## config.mk

```make
export PLATFORM = sky130hd
export DESIGN_NAME = life_grid_serializer
export DESIGN_NICKNAME = d
export VERILOG_FILES = /design/src/rtl/life_pkg.sv /design/src/rtl/life_grid_serializer.sv
export SDC_FILE = /design/constraint.sdc
export NUM_CORES = 1
export LEC_CHECK = 0
export ABC_CLOCK_PERIOD_IN_PS = 6200
export CAP_MARGIN = 20
export CORE_ASPECT_RATIO = 1.2
export CORE_MARGIN = 2
export CORE_UTILIZATION = 40
export DETAILED_ROUTE_END_ITERATION = 8
export PLACE_DENSITY = 0.66
export SYNTH_ARGS = -nofsm -noshare
export SYNTH_HDL_FRONTEND = slang
export SYNTH_SLANG_ARGS = --single-unit
```

## constraint.sdc

```tcl
create_clock -name clk -period 6.2 [get_ports clk]
set_clock_uncertainty 0.1 [all_clocks]
set_input_delay 1.24 -clock clk [delete_from_list [all_inputs] [get_ports clk]]
set_output_delay 1.24 -clock clk [all_outputs]
set_load 0.02 [all_outputs]
```

## src/rtl/life_pkg.sv

```systemverilog
// Shared board geometry, grid/index types and serializer FSM states for the Life engine.
package life_pkg;

  localparam int LIFE_ROWS = 10;
  localparam int LIFE_COLS = 10;

  typedef logic [LIFE_ROWS-1:0][LIFE_COLS-1:0] life_grid_t;

  typedef enum logic {
    IDLE = 1'b0,
    SEND = 1'b1
  } ser_state_t;

  typedef logic [$clog2(LIFE_ROWS)-1:0] row_idx_t;
  typedef logic [$clog2(LIFE_COLS)-1:0] col_idx_t;

endpackage

```

## src/rtl/life_grid_serializer.sv

```systemverilog
// Snapshots a Life generation and streams it cell by cell (row 0 first, leftmost column first).
// Optional live-cell popcount outputs are enabled by defining LIFE_SER_POPCOUNT_EN.
module life_grid_serializer
  import life_pkg::*;
#(
  parameter int ROWS   = LIFE_ROWS,
  parameter int COLS   = LIFE_COLS,
  parameter int DROP_W = 8
) (
  input  logic                       clk,
  input  logic                       reset,
  input  logic [ROWS-1:0][COLS-1:0]  grid,
  input  logic                       grid_valid,
  output logic                       out_valid,
  input  logic                       out_ready,
  output logic                       out_cell,
  output logic                       out_sof,
  output logic                       out_eol,
  output logic                       out_eof,
  output logic                       busy,
  output logic [DROP_W-1:0]          drop_count
`ifdef LIFE_SER_POPCOUNT_EN
  ,
  output logic [$clog2(ROWS*COLS+1)-1:0] pop_count,
  output logic                           pop_valid
`endif
);

  localparam int RW = (ROWS > 1) ? $clog2(ROWS) : 1;
  localparam int CW = (COLS > 1) ? $clog2(COLS) : 1;
  localparam logic [RW-1:0] LAST_ROW  = RW'(ROWS - 1);
  localparam logic [CW-1:0] FIRST_COL = CW'(COLS - 1);

  ser_state_t               state_q, state_d;
  logic [RW-1:0]            row_q, row_d;
  logic [CW-1:0]            col_q, col_d;
  logic [ROWS-1:0][COLS-1:0] snap_q, snap_d;
  logic [DROP_W-1:0]        drop_q, drop_d;

  logic xfer, at_last, capture, cur_cell;

`ifdef LIFE_SER_POPCOUNT_EN
  localparam int PW = $clog2(ROWS*COLS + 1);
  logic [PW-1:0] acc_q, acc_d, pop_count_q, pop_count_d;
  logic          pop_valid_q, pop_valid_d;
`endif

  assign at_last  = (row_q == LAST_ROW) && (col_q == '0);
  assign xfer     = (state_q == SEND) && out_ready;
  assign cur_cell = snap_q[row_q][col_q];
  // A new grid is taken when idle, or on the final transfer so the next frame follows without a bubble.
  assign capture  = grid_valid && ((state_q == IDLE) || (xfer && at_last));

  always_ff @(posedge clk) begin
    if (reset) begin
      state_q <= IDLE;
      row_q   <= '0;
      col_q   <= '0;
      snap_q  <= '0;
      drop_q  <= '0;
`ifdef LIFE_SER_POPCOUNT_EN
      acc_q       <= '0;
      pop_count_q <= '0;
      pop_valid_q <= 1'b0;
`endif
    end else begin
      state_q <= state_d;
      row_q   <= row_d;
      col_q   <= col_d;
      snap_q  <= snap_d;
      drop_q  <= drop_d;
`ifdef LIFE_SER_POPCOUNT_EN
      acc_q       <= acc_d;
      pop_count_q <= pop_count_d;
      pop_valid_q <= pop_valid_d;
`endif
    end
  end

  always_comb begin
    state_d = state_q;
    row_d   = row_q;
    col_d   = col_q;
    snap_d  = snap_q;
    drop_d  = drop_q;
    if (capture) begin
      snap_d  = grid;
      row_d   = '0;
      col_d   = FIRST_COL;
      state_d = SEND;
    end else if (xfer) begin
      if (at_last) begin
        state_d = IDLE;
        row_d   = '0;
        col_d   = '0;
      end else if (col_q == '0) begin
        col_d = FIRST_COL;
        row_d = row_q + RW'(1);
      end else begin
        col_d = col_q - CW'(1);
      end
    end
    if (grid_valid && (state_q == SEND) && !(xfer && at_last) && (drop_q != '1)) begin
      drop_d = drop_q + DROP_W'(1);
    end
  end

`ifdef LIFE_SER_POPCOUNT_EN
  always_comb begin
    acc_d       = acc_q;
    pop_count_d = pop_count_q;
    pop_valid_d = 1'b0;
    if (xfer) begin
      acc_d = acc_q + PW'(cur_cell);
      if (at_last) begin
        pop_count_d = acc_q + PW'(cur_cell);
        pop_valid_d = 1'b1;
      end
    end
    if (capture) begin
      acc_d = '0;
    end
  end

  assign pop_count = pop_count_q;
  assign pop_valid = pop_valid_q;
`endif

  always_comb begin
    out_valid = 1'b0;
    busy      = 1'b0;
    out_cell  = 1'b0;
    out_sof   = 1'b0;
    out_eol   = 1'b0;
    out_eof   = 1'b0;
    if (state_q == SEND) begin
      out_valid = 1'b1;
      busy      = 1'b1;
      out_cell  = cur_cell;
      out_sof   = (row_q == '0) && (col_q == FIRST_COL);
      out_eol   = (col_q == '0);
      out_eof   = at_last;
    end
  end

  assign drop_count = drop_q;

endmodule

```

# Word-level counts from Yosys, hierarchy flattened
# Index checks and enable logic that the tools add are counted.
op_classes:
  add_sub_neg: 3
  magnitude_cmp: 2
  n_eq_ne: 3
  n_mux: 18
  bitwise_logic: 1
  reduce_logical: 18
ops:
  columns: ["cell", "n"]
  rows:
  - ["10-bit binary-select mux with 4-bit select", 1]
  - ["4-bit two-way mux", 6]
  - ["4-bit by 5-bit < comparator with 1-bit output (second input constant)", 2]
  - ["10-bit two-way mux", 1]
  - ["1-bit two-way mux", 9]
  - ["8-bit by 1-bit adder with 8-bit output (second input constant)", 1]
  - ["4-bit == test (second input constant)", 2]
  - ["1-bit logical AND", 8]
  - ["4-bit zero test", 2]
  - ["8-bit inequality test (second input constant)", 1]
  - ["2-bit nonzero test", 3]
  - ["4-bit by 1-bit adder with 4-bit output (second input constant)", 1]
  - ["1-bit binary-select mux with 4-bit select", 1]
  - ["2-bit AND reduction", 2]
  - ["4-bit by 1-bit subtractor with 4-bit output (second input constant)", 1]
  - ["2-bit OR reduction", 1]
  - ["1-bit zero test", 1]
  - ["1-bit logical OR", 1]
  - ["1-bit inverter", 1]
totals:
  ff_bits: 117
  in_bits: 104
  elab_cells: 60

# Logic depth before layout (Yosys ltp)
# Gate-level depths: netlist of the first run.
depth:
  word_depth: 7
  depth_mapped: 12

# Worst setup path after synthesis of the first run
# Ideal clock, no wire load.
synth_timing:
  kind: "register -> output"
  from: "reg row_q[1]"
  to: "out out_cell"
  t_arrival_ns: 1.973
  setup_slack_ns: 2.887
  stages_incl_launch_ff: 7
  n_path_buf: 1
  cell_sequence: "dfxtp_1 -> buf_6 -> mux4_2 -> mux2i_1 -> o221ai_1 -> a41o_1 -> o311a_1"
synth_between:
  elab_chain_len: 5
synth_rtl:
  columns: ["item", "line", "text"]
  rows:
  - ["start: declaration", "life_grid_serializer.sv:35", "logic [RW-1:0] row_q, row_d;"]
  - ["start signal: assignment", "life_grid_serializer.sv:68", "row_q <= row_d;"]
  - ["10-bit binary-select mux with 4-bit select", "life_grid_serializer.sv:50", "assign cur_cell = snap_q[row_q][col_q];"]
  - ["10-bit two-way mux (not written as such)", "life_grid_serializer.sv:50", null]
  - ["1-bit binary-select mux with 4-bit select", "life_grid_serializer.sv:50", null]
  - ["1-bit two-way mux (not written as such)", "life_grid_serializer.sv:50", null]
  - ["1-bit two-way mux", "life_grid_serializer.sv:136", "if (state_q == SEND) begin"]
  - ["end: declaration", "life_grid_serializer.sv:16", "output logic out_cell,"]
# Every way passes these cells. The select of a mux whose other input is x is not followed.

# Final worst setup path of the first run
layout_timing:
  from: "reg row_q[0]"
  to: "out out_cell"
# The elaborated chain is that of the path after synthesis.

==> results by group, run 1 <==
Route
  – Antenna Nets Post-Route: 0
  – DR iter-0 viols: 260
  – Via count: 4659
  – Vias per std cell: 5.120
  – Router iterations before antenna repair: 6
  – Final wirelength: 14400 um
  – DR WL/cell: 15.82 um
  – Drt drc: 7

Power and ir drop
  – Leakage: 2.573 nW
  – Max rail drop VDD: 166.3 uV
  – Power per cell area: 287.6 nW/um2
  – Total power: 0.002146 W

Run status
  – Status: finished with violations
  – Failing checks: design-rule violations

Yosys
  – Register area share after synthesis: 41.11%
  – Synth Area in Compound Gates: 18.95%
  – Most used DFF post-synth: dfxtp_1
  – Avg Cell Area, Syn: 8.945 um2
  – Ys async rst share: 0%
  – Simple-gate area share of the yosys netlist: 21.76%
  – Largest area contributor in the netlist: dfxtp_1
  – Synth unique cells: 42
  – Post-synth EDFFs: 0
  – Mapped Area: 5698 um2
  – Largest family of logic cells by synthesized area: simple AND/OR/NAND/NOR gates
  – Synth warn: 0
  – Top cells by area, synth: dfxtp_1 41%, nand2_1 9.9%, a21oi_2 9.2%
  – Synth Area in XOR/XNOR: 1.537%
  – Syn Inst Count: 637
  – Share of the synthesized area in the top cell type: 41.11%
  – Net count after synthesis: 747
  – Flops & latches, synth: 117
  – Adder-Cell Fraction of Synth Area: 1.318%
  – Mux contribution to synthesized area: 8.564%

CTS
  – Root Driver: clkbuf_16
  – CTS resizes: 0
  – Htree depth: 4
  – CTS tree: built
  – Clock Path Buffers: 2
  – Clk_lat worst skew: 0.41 ns
  – Total setup buffers inserted after CTS: 0
  – Clk slew on worst S/H paths: 0.06 ns
  – CTS Buf Count: 17
  – Clock sinks: 117
  – Hold_buf cts: 0

GRT
  – First-pass GRT wire length: 23530 um
  – Gr usage total: 19.35%
  – Largest net degree at the start of global routing: 103
  – Vias in the first global route: 4750
  – Initial antenna violation count: 0
  – Final global-route overflow total: 0

STA
  – Final hold vios: 0
  – FMAX: 193.9 MHz
  – Slew HR: 30.16%
  – Setup_tns: 0 ns
  – Setup violators final: 0
  – Worst Max-Slew Pin Slew: 1.048 ns
  – Unrepaired setup endpoints after global routing: false
  – Final period util: 83.16%
  – Max Slew Vio Count: 0
  – Post-route setup slack: 1.044 ns
  – Shortest period the worst path allows: 5.156 ns

Die
  – DIE AREA: 15220 um2
  – Row cnt: 47
  – Core area: 13880 um2
  – I/O pins: 118
  – Die Wd: 113.0 um
  – Die height: 134.7 um
  – Initial Util: 41.06%

Cells and area
  – N_diodes: 0
  – Share of cells above drive strength 1: 23.82%
  – Final core utilization: 53.76%
  – Area Overhead vs Synth: 30.94%
  – Fillers: 1286
  – Final Cell Area: 7461 um2
  – Nets: 836

Setup path
  – WP data arrival: 3.82 ns
  – Crit start category: register
  – CP Max Fanout: 39
  – Worst path required time: 4.86 ns
  – Crit path kind: reg2out
  – CP endpoint kind: primary output

Placed design
  – Pre-CTS setup slack: 1.499 ns
  – Buffers on Ports: 117
  – DP HPWL: 10070 um
  – RePlAce Congestion: 0.8724
  – Area after DPL: 6779 um2

Job
  – Max cap viols: 0

Hold path
  – Hold crit path type: reg2reg
-- layout by cell type, fill, tap and decap left out, types with 3 or more instances in the layout --
cell and count:
clkdlybuf4s50_1 116, clkinv_4 5, mux4_2 15, a2111oi_0 10
o22ai_1 3, mux2i_1 15, dfxtp_1 116, bufinv_16 5
nand2_1 150, ha_1 6, o221ai_1 5, nor3_1 7
nand3b_1 3, nor2_1 14, a21oi_1 49, xnor2_1 4
a21oi_2 60, a211oi_1 7, nand2_2 60, nand3_1 4
o21ai_0 8, inv_1 12, xor2_1 6, nand4_1 4
clkbuf_16 17, and2_1 10
-- state kept, by name, summed over array words and instances (netlist names) --
name and flops:
snap_q 100, state_q 1, drop_count 8, row_q 4, col_q 4
-- path summary, 6_finish.rpt --
| kind | end | depth (start not counted) | from | slack (ns) |
|---|---|---|---|---|
| setup reg to reg | snap_q[37] | 7 | row_q[0] | 2.85 |
| hold / removal | snap_q[54] | 2 | snap_q[54] | 0.36 |
| setup / recovery | out_cell | 7 | row_q[0] | 1.04 |
| hold reg to reg | snap_q[54] | 2 | snap_q[54] | 0.36 |
-- logic make-up after synthesis --
| kind of cell | after synthesis |
|---|---|
| AND/OR/NAND/NOR | 264 |
| AO/OA/AOI/OAI | 148 |
| buffers and inverters | 62 |
| multiplexers | 30 |
| XOR/XNOR | 10 |
| flip-flops | 117 |
| adder cells (fa/ha/maj) | 6 |
-- metrics by stage --
stage / hold WS (ns) / cells
after floorplan: 0.3317 / 637
after global placement: 0.3438 / 877
after detailed placement: 0.3455 / 877
after CTS: 0.3533 / 909
after global routing: 0.3787 / 910
final: 0.3566 / 910
-- Yosys cell counts (8+ instances only) --
cell type,instances
nor2_1,14
nand2_2,60
clkbuf_1,28
nand2_1,151
a21oi_1,49
inv_1,12
mux2i_1,15
and2_1,11
o21ai_0,8
mux4_2,15
dfxtp_1,117
a21oi_2,60
a2111oi_0,10
buf_2,10
-- metal layers --
layer | vias up | routed length [um] | global-route usage, %
li1 | 2351 | - | -
met5 | - | 0 | 0
met4 | 0 | 213 | 7.724
met2 | 100 | 7386 | 32.86
met1 | 2196 | 6208 | 24.44
met3 | 12 | 590 | 3.456
-- power by group --
part / switching, W / leakage, nW / internal, W
Combinational: 0.000121 / 1.30 / 0.000124
Sequential: 0.0000324 / 0.959 / 0.000793
Clock: 0.000359 / 0.318 / 0.000716
Total: 0.000513 / 2.57 / 0.00163
-- cell type report --
class                           count  area (um2)  share of cell area [%]
Multi-Input combinational cell    458        2980                   39.95
Inverter                           12       45.04                  0.6037
Clock inverter                     15       229.0                   3.069
Clock buffer                       17       425.4                   5.702
Tap cell                          171       214.0                   2.868
Timing Repair Buffer              120        1224                   16.40
Sequential cell                   117        2344                   31.41
-- worst max-delay path, stage by stage (launching register included) --
cell and delay (ns):
dfxtp_2 0.92, inv_1 0.43, a2111oi_0 0.55, a2111oi_0 0.14
o22ai_1 0.28, o22ai_1 0.10, o311a_1 0.40, clkdlybuf4s50_1 0.55
(Power assumes the default switching activity.)
==> inputs of run 2 (changes only) <==
--- a/config.mk
+++ b/config.mk
@@ -5,13 +5,13 @@
 export SDC_FILE = /design/constraint.sdc
 export NUM_CORES = 1
 export LEC_CHECK = 0
-export ABC_CLOCK_PERIOD_IN_PS = 6200
+export ABC_CLOCK_PERIOD_IN_PS = 4300
 export CAP_MARGIN = 20
 export CORE_ASPECT_RATIO = 1.2
 export CORE_MARGIN = 2
 export CORE_UTILIZATION = 40
 export DETAILED_ROUTE_END_ITERATION = 8
-export PLACE_DENSITY = 0.66
+export PLACE_DENSITY = 0.68
 export SYNTH_ARGS = -nofsm -noshare
 export SYNTH_HDL_FRONTEND = slang
 export SYNTH_SLANG_ARGS = --single-unit
==> constraint.sdc (replaced) <==
create_clock -name clk -period 4.3 [get_ports clk]
set_clock_uncertainty 0.1 [all_clocks]
set_input_delay 0.86 -clock clk [delete_from_list [all_inputs] [get_ports clk]]
set_output_delay 0.86 -clock clk [all_outputs]
set_load 0.02 [all_outputs]
==> results by group, run 2 (synthesis gave the netlist of run 1 again) <==
Run status
  – Status: finished with violations
  – Failing checks: design-rule violations

STA
  – Shortest period the worst path allows: 3.978 ns
  – Final hold slack: 0.3583 ns (+0.001734 ns)
  – Worst Max-Slew Pin Slew: 1.030 ns (-0.01745 ns)
  – Final hold vios: 0 (unchanged)
  – Setup_tns: 0 ns (unchanged)
  – Unrepaired setup endpoints after global routing: false
  – Final period util: 92.51%
  – FMAX: 251.4 MHz
  – Slew HR: 31.32% (+1.2 points)
  – Max Slew Vio Count: 0 (unchanged)
  – Setup violators final: 0 (unchanged)

CTS
  – Htree depth: 4 (unchanged)
  – CTS Buf Count: 17 (unchanged)
  – Total setup buffers inserted after CTS: 0 (unchanged)
  – Clock sinks: 117 (unchanged)
  – Clk_lat worst skew: 0.41 ns (about the same)
  – Root Driver: clkbuf_16
  – Clk slew on worst S/H paths: 0.06 ns (about the same)
  – CTS tree: built
  – Hold_buf cts: 0 (unchanged)
  – Clock Path Buffers: 2 (unchanged)
  – CTS resizes: 0 (unchanged)

Cells and area
  – Max reg flops: 100 (unchanged)
  – Share of cells above drive strength 1: 24.56% (+0.75 points)
  – Final core utilization: 53.52% (-0.24 points)
  – Cell Count, Final, Fillers Out: 916 (+0.66%)
  – Nets: 842 (+0.72%)
  – N_diodes: 0 (unchanged)
  – Area Overhead vs Synth: 30.35%
  – Most common cell after layout, fill and taps aside: nand2_1
  – Most frequent cells in the layout: 150 x nand2_1, 116 x clkdlybuf4s50_1, 115 x dfxtp_1, 60 x nand2_2, 60 x a21oi_2
  – Most flops, register: snap_q

Die
  – Initial Util: 41.06% (unchanged)
  – Core area: 13880 um2 (unchanged)
  – Row cnt: 47 (unchanged)
  – Die height: 134.7 um (unchanged)
  – I/O pins: 118 (unchanged)
  – Die Wd: 113.0 um (unchanged)
  – DIE AREA: 15220 um2 (unchanged)

Route
  – Vias per std cell: 5.132 (+0.24%)
  – Final wirelength: 14590 um (+1.3%)
  – DR iter-0 viols: 185 (-29%)
  – Via count: 4701 (+0.90%)
  – Drt drc: 6 (-1)
  – Metal-1 WL: 6553 um (+5.6%)
  – Router iterations before antenna repair: 6 (unchanged)
  – Antenna Nets Post-Route: 0 (unchanged)
  – Met2 WL: 7209 um (-2.4%)
  – Met3 wire length: 578 um (-2.0%)
  – DR WL/cell: 15.93 um (+0.68%)
  – Uppermost routed layer: met4

GRT
  – Final global-route overflow total: 0 (unchanged)
  – Largest net degree at the start of global routing: 103 (unchanged)
  – First-pass GRT wire length: 23920 um (+1.6%)
  – Gr usage total: 19.89% (+0.55 points)
  – Vias in the first global route: 4789 (+0.82%)
  – Initial antenna violation count: 0 (unchanged)

Placed design
  – DP HPWL: 10620 um (+5.5%)
  – Placed cell count: 884 (+0.80%)
  – Buffers on Ports: 117 (unchanged)
  – RePlAce Congestion: 0.8205 (-5.9%)

Setup path
  – Crit path kind: reg2out
  – R2r setup slk: 1.26 ns (-1.59 ns)
  – Worst path required time: 3.34 ns (-1.52 ns)
  – WP data arrival: 3.02 ns (-0.80 ns)
  – CP endpoint kind: primary output
  – CP Max Fanout: 14 (-64%)
  – Crit start category: register

Power and ir drop
  – Power per cell area: 389.9 nW/um2 (+36%)
  – Total power: 0.002896 W (+35%)
  – Leakage: 2.563 nW (-0.41%)
  – Max rail drop VDD: 250.9 uV (+51%)

Job
  – Max cap viols: 0 (unchanged)

Hold path
  – Hold crit path type: reg2reg
## run 2: cell types whose count changed in the layout (fill, tap and decap cells not counted), sizes merged
| cell | before | now |
|---|---|---|
| buf | 4 | 10 |
| bufinv | 5 | 1 |
| clkinv | 7 | 4 |
| clkinvlp | 1 | 3 |
| inv | 14 | 19 |
## run 2: cell type report
cell class	count	area, um2
Clock inverter	15	143.9
Tap cell	171	214.0
Sequential cell	117	2345
Multi-Input combinational cell	458	2980
Inverter	12	45.04
Fill cell	1278	6451
Timing Repair Buffer	126	1274
Clock buffer	17	425.4
## run 2: metal layers
metal	track usage [%]	up-vias
li1	-	2365
met1	25.84	2206
met2	33.07	116
met3	3.411	14
met4	7.927	0
met5	0	-
## run 2: final timing paths
check                  start          to  cells past startpoint
hold / removal    snap_q[36]  snap_q[36]                      2
setup / recovery    row_q[0]    out_cell                      8
setup reg to reg    col_q[0]  snap_q[41]                      7
hold reg to reg   snap_q[36]  snap_q[36]                      2
## run 2: report_power, final
part / switching [W] / total, W / internal [W]
logic: 0.000181 / 0.000364 / 0.000183
clock network: 0.000538 / 0.00135 / 0.000808
registers: 0.0000437 / 0.00119 / 0.00114
## run 2: per-stage QoR
step	worst slack, ns	cell area (um2)
6_report	0.3220	7427
5_1_grt	0.1490	7427
4_1_cts	0.1010	7426
3_5_place_dp	0.5450	6857
3_3_place_gp	0.6135	6857
2_1_floorplan	1.367	5698
## run 2: worst max-delay path, cell delays in order (launching register included)
cell and delay (ns):
dfxtp_2 0.44, buf_4 0.28, mux4_2 0.23, inv_1 0.05, a2111oi_0 0.38, o22ai_1 0.14
o22ai_1 0.22, o311a_1 0.25, clkdlybuf4s50_1 0.62
